$ cat src/rtl/pc_redirect_ctrl_if.sv
// rtl/pc_redirect_ctrl_if.sv - EX/CSR to PC controller signal bundle
interface pc_redirect_ctrl_if;
  logic [2:0]  pc_sel;
  logic        stall;
  logic [31:0] jalr_tgt;
  logic [31:0] branch_tgt;
  logic [31:0] jal_tgt;
  logic [31:0] mtvec;
  logic [31:0] mepc;
  logic [31:0] pc;
  logic [31:0] pc_plus4;
  logic        flushed;
  logic        int_ack;
  logic        misaligned;

  modport master (
    output pc_sel, stall, jalr_tgt, branch_tgt, jal_tgt, mtvec, mepc,
    input  pc, pc_plus4, flushed, int_ack, misaligned
  );

  modport slave (
    input  pc_sel, stall, jalr_tgt, branch_tgt, jal_tgt, mtvec, mepc,
    output pc, pc_plus4, flushed, int_ack, misaligned
  );
endinterface

$ cat src/rtl/pc_redirect_ctrl.sv
// rtl/pc_redirect_ctrl.sv - next-PC select, stall hold and wrong-path flush window
module pc_redirect_ctrl #(
  parameter logic [31:0] RESET_VEC   = 32'h0000_0000,
  parameter int unsigned FLUSH_DEPTH = 2
) (
  input logic               clk,
  input logic               rst_n,
  pc_redirect_ctrl_if.slave bus
);

  localparam logic [2:0] DEPTH = 3'(FLUSH_DEPTH);

  logic [31:0] pc_q;
  logic [31:0] target;
  logic        redirect;
  logic [2:0]  cnt_q;
  logic [2:0]  cnt_d;
  logic        flushed_q;
  logic        int_ack_q;
  logic        misaligned_q;

  always_comb begin
    redirect = 1'b1;
    target   = '0;
    case (bus.pc_sel)
      3'b001:  target = {bus.jalr_tgt[31:1], 1'b0};
      3'b010:  target = bus.branch_tgt;
      3'b011:  target = bus.jal_tgt;
      3'b100:  target = bus.mtvec;
      3'b101:  target = bus.mepc;
      default: redirect = 1'b0;
    endcase
  end

  // A redirect always reloads the window; stalls freeze it so squashing covers the held slot.
  always_comb begin
    cnt_d = cnt_q;
    if (redirect) begin
      cnt_d = DEPTH;
    end else if (cnt_q != 3'd0 && !bus.stall) begin
      cnt_d = cnt_q - 3'd1;
    end
  end

  always_ff @(posedge clk or negedge rst_n) begin
    if (!rst_n) begin
      pc_q         <= RESET_VEC;
      cnt_q        <= 3'd0;
      flushed_q    <= 1'b0;
      int_ack_q    <= 1'b0;
      misaligned_q <= 1'b0;
    end else begin
      if (redirect) begin
        pc_q <= target;
      end else if (!bus.stall) begin
        pc_q <= pc_q + 32'd4;
      end
      cnt_q        <= cnt_d;
      flushed_q    <= (cnt_d != 3'd0);
      int_ack_q    <= (bus.pc_sel == 3'b100);
      misaligned_q <= misaligned_q | (redirect & target[1]);
    end
  end

  assign bus.pc         = pc_q;
  assign bus.pc_plus4   = pc_q + 32'd4;
  assign bus.flushed    = flushed_q;
  assign bus.int_ack    = int_ack_q;
  assign bus.misaligned = misaligned_q;

endmodule

$ cat src/flat_wrapper.sv
// flat-port wrapper written by rule: the top's interface ports become plain ports
module pc_redirect_ctrl_flat 
#(
  parameter logic [31:0] RESET_VEC   = 32'h0000_0000,
  parameter int unsigned FLUSH_DEPTH = 2
)
  (clk, rst_n, bus_pc_sel, bus_stall, bus_jalr_tgt, bus_branch_tgt, bus_jal_tgt, bus_mtvec, bus_mepc, bus_pc, bus_pc_plus4, bus_flushed, bus_int_ack, bus_misaligned);
  pc_redirect_ctrl_if bus_i ();
  input logic clk;
  input logic rst_n;
  input wire logic [$bits(bus_i.pc_sel)-1:0] bus_pc_sel;
  input wire logic [$bits(bus_i.stall)-1:0] bus_stall;
  input wire logic [$bits(bus_i.jalr_tgt)-1:0] bus_jalr_tgt;
  input wire logic [$bits(bus_i.branch_tgt)-1:0] bus_branch_tgt;
  input wire logic [$bits(bus_i.jal_tgt)-1:0] bus_jal_tgt;
  input wire logic [$bits(bus_i.mtvec)-1:0] bus_mtvec;
  input wire logic [$bits(bus_i.mepc)-1:0] bus_mepc;
  output wire logic [$bits(bus_i.pc)-1:0] bus_pc;
  output wire logic [$bits(bus_i.pc_plus4)-1:0] bus_pc_plus4;
  output wire logic [$bits(bus_i.flushed)-1:0] bus_flushed;
  output wire logic [$bits(bus_i.int_ack)-1:0] bus_int_ack;
  output wire logic [$bits(bus_i.misaligned)-1:0] bus_misaligned;
  assign bus_i.pc_sel = bus_pc_sel;
  assign bus_i.stall = bus_stall;
  assign bus_i.jalr_tgt = bus_jalr_tgt;
  assign bus_i.branch_tgt = bus_branch_tgt;
  assign bus_i.jal_tgt = bus_jal_tgt;
  assign bus_i.mtvec = bus_mtvec;
  assign bus_i.mepc = bus_mepc;
  assign bus_pc = bus_i.pc;
  assign bus_pc_plus4 = bus_i.pc_plus4;
  assign bus_flushed = bus_i.flushed;
  assign bus_int_ack = bus_i.int_ack;
  assign bus_misaligned = bus_i.misaligned;
  pc_redirect_ctrl #(.RESET_VEC(RESET_VEC), .FLUSH_DEPTH(FLUSH_DEPTH)) u_core (.clk(clk), .rst_n(rst_n), .bus(bus_i));
endmodule
$ cat config.mk
export PLATFORM = sky130hd
export DESIGN_NAME = pc_redirect_ctrl_flat
export DESIGN_NICKNAME = d
export VERILOG_FILES = /design/src/rtl/pc_redirect_ctrl_if.sv /design/src/rtl/pc_redirect_ctrl.sv /design/src/flat_wrapper.sv
export SDC_FILE = /design/constraint.sdc
export NUM_CORES = 1
export LEC_CHECK = 0
export BUFFER_PORTS_ARGS = -buffer_cell sky130_fd_sc_hd__buf_4
export CAP_MARGIN = 20
export CORE_MARGIN = 1
export CORE_UTILIZATION = 40
export CTS_CLUSTER_DIAMETER = 100
export DETAILED_ROUTE_END_ITERATION = 7
export PLACE_DENSITY = 0.79
export SLEW_MARGIN = 40
export SYNTH_ARGS = -nofsm -noshare
export SYNTH_HDL_FRONTEND = slang
export SYNTH_SLANG_ARGS = --single-unit
$ cat constraint.sdc
create_clock -name clk -period 2.2 [get_ports clk]
set_input_delay 0.66 -clock clk [delete_from_list [all_inputs] [get_ports clk]]
set_output_delay 0.66 -clock clk [all_outputs]
set_load 0.03 [all_outputs]
# After elaboration in Yosys (flattened, before gate mapping)
# Index checks and enable logic that the tools add are counted.
# W data, S select, Z words.
word_totals:
  ff_bits: 38
  latchBits: 0
  mem_bits_rw: 0
  romBits: 0
  inputBits: 166
  output_inout_bits: 67
  elab_cells: 26
  n_memories: 0
op_classes:
  add_sub_neg: 2
  multipliers: 0
  n_div: 0
  order_cmp: 0
  eq_ne: 6
  shifts: 0
  n_mux: 6
  bitwise_logic: 2
  n_reduce_logical: 5
op_table:
  columns: ["cell", "n"]
  rows:
  - ["$pmux W32 S5", 1]
  - ["$mux W32", 2]
  - ["$add A32 B3 Y32 const B", 1]
  - ["$eq A3 B2 Y1 const B", 2]
  - ["$eq A3 B3 Y1 const B", 2]
  - ["$mux W3", 2]
  - ["$reduce_bool A3 Y1", 2]
  - ["$reduce_or A5 Y1", 1]
  - ["$eq A3 B1 Y1 const B", 1]
  - ["$sub A3 B1 Y3 const B", 1]
  - ["$ne A2 B1 Y1 const B", 1]
  - ["$and A1 B1 Y1", 1]
  - ["$logic_and A1 B1 Y1", 1]
  - ["$logic_not A1 Y1", 1]
  - ["$mux W1", 1]
  - ["$or A1 B1 Y1", 1]

# Depth between registers and ports, before layout
depth:
  word_depth: 5
  ltp_mapped: 8
  mapped_depth_nobuf: 6

# Worst setup path after synthesis
# No wires, ideal clock.
synth_timing:
  path_type: "register -> output"
  from: "register u_core.pc_q[11] (netlist: u_core.bus.pc[11])"
  to: "output bus_pc_plus4[28]"
  arrival_ns: 2.341
  t_required_ns: 1.540
  slack_ns: -0.801
  path_stages_with_launch: 8
  n_path_buf: 2
  cell_sequence: "dfrtp_1 buf_2 nand3_1 nor4_2 and2_0 clkbuf_1 nand4_1 xnor2_1"
synth_between:
  elab_chain_len: 1
synth_rtl:
  columns: ["item", "line", "rtl"]
  rows:
  - ["start, declared", "pc_redirect_ctrl.sv:13", "logic [31:0] pc_q;"]
  - ["start signal, assigned", "pc_redirect_ctrl.sv:54", "pc_q <= target;"]
  - ["start signal, assigned", "pc_redirect_ctrl.sv:56", "pc_q <= pc_q + 32'd4;"]
  - ["$add A32 B3 Y32", "pc_redirect_ctrl.sv:66", "assign bus.pc_plus4 = pc_q + 32'd4;"]
  - ["end, declared", "flat_wrapper.sv:19", "output wire logic [$bits(bus_i.pc_plus4)-1:0] bus_pc_plus4;"]
# No other way between the ends.

# Worst setup path after layout
layout_timing:
  from: "register u_core.pc_q[13] (netlist: u_core.bus.pc[13])"
  to: "output bus_pc_plus4[31]"
# Same word-level chain as after synthesis.

==> flow_summary_export.csv <==
group,metric,value,unit
status,outcome,"finished with violations",
status,violations,"setup timing",
global_route,busiest_layer,"met2",
final_layout,final_nets,921,
die,core,8890,um2
synth,netlist_top_cells_area,"dfrtp_1 (25%), mux2_2 (9.0%), a22oi_1 (7.4%), xnor2_1 (7.0%), xor2_1 (4.9%)",
sta,period_share,117,%
synth,synth_cells,439,
global_route,antenna_found_initial,0,
synth,ys_seq_area_share,25.4,%
sta,hold_viol,0,
setup_path,slowest_stage,"dfrtp_2",
clocking,root_buffer,"clkbuf_8",
setup_path,worstReg2RegEnd,"u_core.bus.pc[25]$_DFFE_PN0P_",
sta,finClkSkew,10.2,ps
setup_path,arrival,1920,ps
route,vias_per_cell,5.79,
sta,rsz0062_at_grt,"true",
global_route,grt_pass1_wl,24900,um
synth,avgSynthCellArea,8.52,um2
setup_path,crit_path_end_kind,"output pin",
synth,synthTopCellsByCount,"dfrtp_1 (38), a22oi_1 (37), nand2_1 (32)",
setup_path,cp_max_fo,5,
setup_path,startpoint,"u_core.bus.pc[13]$_DFFE_PN0P_",
route,drt_pass1_iterations,5,
sta,fmax,388,MHz
power,power_density,516,nW/um2
final_layout,drive_gt1_share,63.3,%
synth,syn_area,3740,um2
global_route,grt_max_degree,39,
setup_path,cp_common_cell,"buf_4",
die,die_w,98.7,um
sta,slew_viol_final,0,
setup_path,cp_slowest_stage_delay,390,ps
clocking,cts_hold_buf,0,
final_layout,area.growth.synth_to_final,92.8,%
clocking,clock-sinks,38,
power,total_leakage_power,3.35,nW
route,postRouteAntennaNets,0,
setup_path,startpoint_type,"flip-flop",
synth,yosysWarnings,0,
sta,setup_viol,25,
synth,synth_largest_area_cell,"dfrtp_1",
synth,synth_edf_count,0,
power,irDropWorstVdd,0.461,mV
clocking,cts_max_path_buffers,2,
global_route,grt_pass1_vias,4844,
global_route,grt_use_total,32.3,%
die,initial_core_util,42.1,%
synth,synth-main-ff-cell,"dfrtp_1",
setup_path,reg2reg_from,"u_core.bus.pc[4]$_DFFE_PN0P_",
setup_path,required,1540,ps
synth,async_flop_share,100,%
sta,timing.hold.ws,337,ps
final_layout,final_util,81.1,%
route,post_drt_wl_per_cell,19.7,um
synth,synthDistinctLibCells,54,
global_route,grt_util_met1,41.0,%
synth,syn_nets,608,
sta,tns,-5690,ps
placement,gp_congestion,0.904,
placement,dp_hpwl,11800,um
flow_run,cap_violations,0,
clocking,clkTransAtPathRegs,80,ps
setup_path,reg2regPathDepth,7,
die,die_y,98.7,um
placement,io_buffers,231,
setup_path,crit_chain,"buf_4, and4_4, buf_4, nand2_2, nor4_4, xor2_2, buf_6",
global_route,use_met2,56.6,%
sta,worst_slack,-377,ps
synth,yosysTopAreaCellShare,25.4,%
synth,yosysMostFrequentCell,"dfrtp_1",
die,rows,34,
die,die_area,9740,um2
synth,ys_seq_elements,38,
clocking,clk_latency,300,ps
setup_path,path_delay_family,"simple AND/OR/NAND/NOR gates",
sta,worstMarginPinSlew,555,ps
route,wl,17000,um
route,remaining_drc_errors,0,
route,drt-initial-drc-count,331,
final_layout,diodes,0,
clocking,cts_tree,"done",
sta,period_minus_slack,2580,ps
min_path,hold_path.class,"input port to asynchronous set/reset pin",
sta,relSlewSlack,63.0,%
clocking,cts_htree_levels,2,
route,vias,4989,
setup_path,crit_buf_inv,3,
global_route,met3_usage,4.75,%
setup_path,r2r_setup_slack,70,ps
global_route,gr-total-overflow,0,
die,io_pins,233,
setup_path,worstSetupPathType,"flip-flop to output pin",
clocking,numCtsBuffers,5,
how the worst max path moves through the flow:
| stage | endpoint | slack [ps] | cells after the start |
|---|---|---|---|
| finish | bus_pc_plus4[31] | -380 | 7 |
| global route | bus_pc_plus4[28] | -460 | 6 |
| global placement | bus_pc_plus4[28] | -130 | 7 |
| floorplan | bus_pc_plus4[20] | -330 | 7 |
| detailed placement | bus_pc_plus4[28] | -170 | 7 |
| CTS | bus_pc_plus4[28] | -430 | 7 |
flip-flops by register name (all words and copies together) (netlist names):
name / count
u_core.bus.int_ack: 1
u_core.bus.flushed: 1
u_core.bus.pc: 32
u_core.cnt_q: 3
u_core.bus.misaligned: 1
area by class of cell:
type	count	area (um2)
Fill cell	562	1680
Timing Repair Buffer	346	2800
Inverter	18	67.6
Multi-Input combinational cell	343	3120
Clock inverter	3	45.0
Sequential cell	38	981
Tap cell	108	135
Clock buffer	5	68.8
cell families after synthesis:
logic type	share of synthesized area, %
buffers and inverters	7.69
DFF	25.4
AOI/OAI and AO/OA	22.6
adders and majority gates	1.00
xor gates and xnor gates	11.9
and+or+nand+nor	19.3
muxes	12.0
cell usage in the layout (no fill, tap or decap), types with 4 or more instances in the layout:
master	count
buf_4	300
nand2b_1	5
o21ai_0	15
o22a_1	7
nor3_1	5
o221ai_1	12
dfrtp_1	14
xnor2_1	16
nand4_1	10
buf_6	42
xnor2_2	7
xor2_2	4
a21oi_1	10
mux2_2	30
nor2b_1	8
xor2_1	13
nor2_4	4
o22ai_1	7
a21o_1	6
inv_1	18
dfrtp_2	24
mux2i_1	11
nor2_1	13
xor2_4	4
a222oi_1	4
a22oi_1	37
nand2_1	25
or3_1	4
nand3_4	11
nand3_1	4
clkbuf_8	5
nor4_1	4
a32oi_1	7
xnor2_4	7
and3_1	5
metal layers:
layer,vias up,share of wire [%]
li1,2263,-
met1,2392,39
met2,271,51
met3,63,7.0
met4,0,4.0
met5,-,0
where the power goes:
group,total (mW),internal [mW],switching (mW),leakage [nW]
Combinational,2.21,1.06,1.14,2.87
Clock,0.631,0.338,0.293,0.0504
Sequential,0.882,0.798,0.0839,0.429
Total,3.72,2.20,1.52,3.35
through the flow:
step / power [mW] / worst slack [ps] / std cells / instance area (um2)
after floorplan: 1.93 / -327 / 439 / 4150
after global placement: 2.72 / -134 / 818 / 6400
after detailed placement: 2.75 / -165 / 818 / 6400
after CTS: 3.54 / -425 / 846 / 7000
after global routing: 3.86 / -465 / 861 / 7210
final: 3.72 / -377 / 861 / 7210
timing repair:
item                                    in CTS  in global routing
endpoints found under the setup margin      25                 28
resized for setup                           77                 26
pin swaps                                   18                 21
buffers inserted                            20                 21
Power figures use the tool's default switching activity.
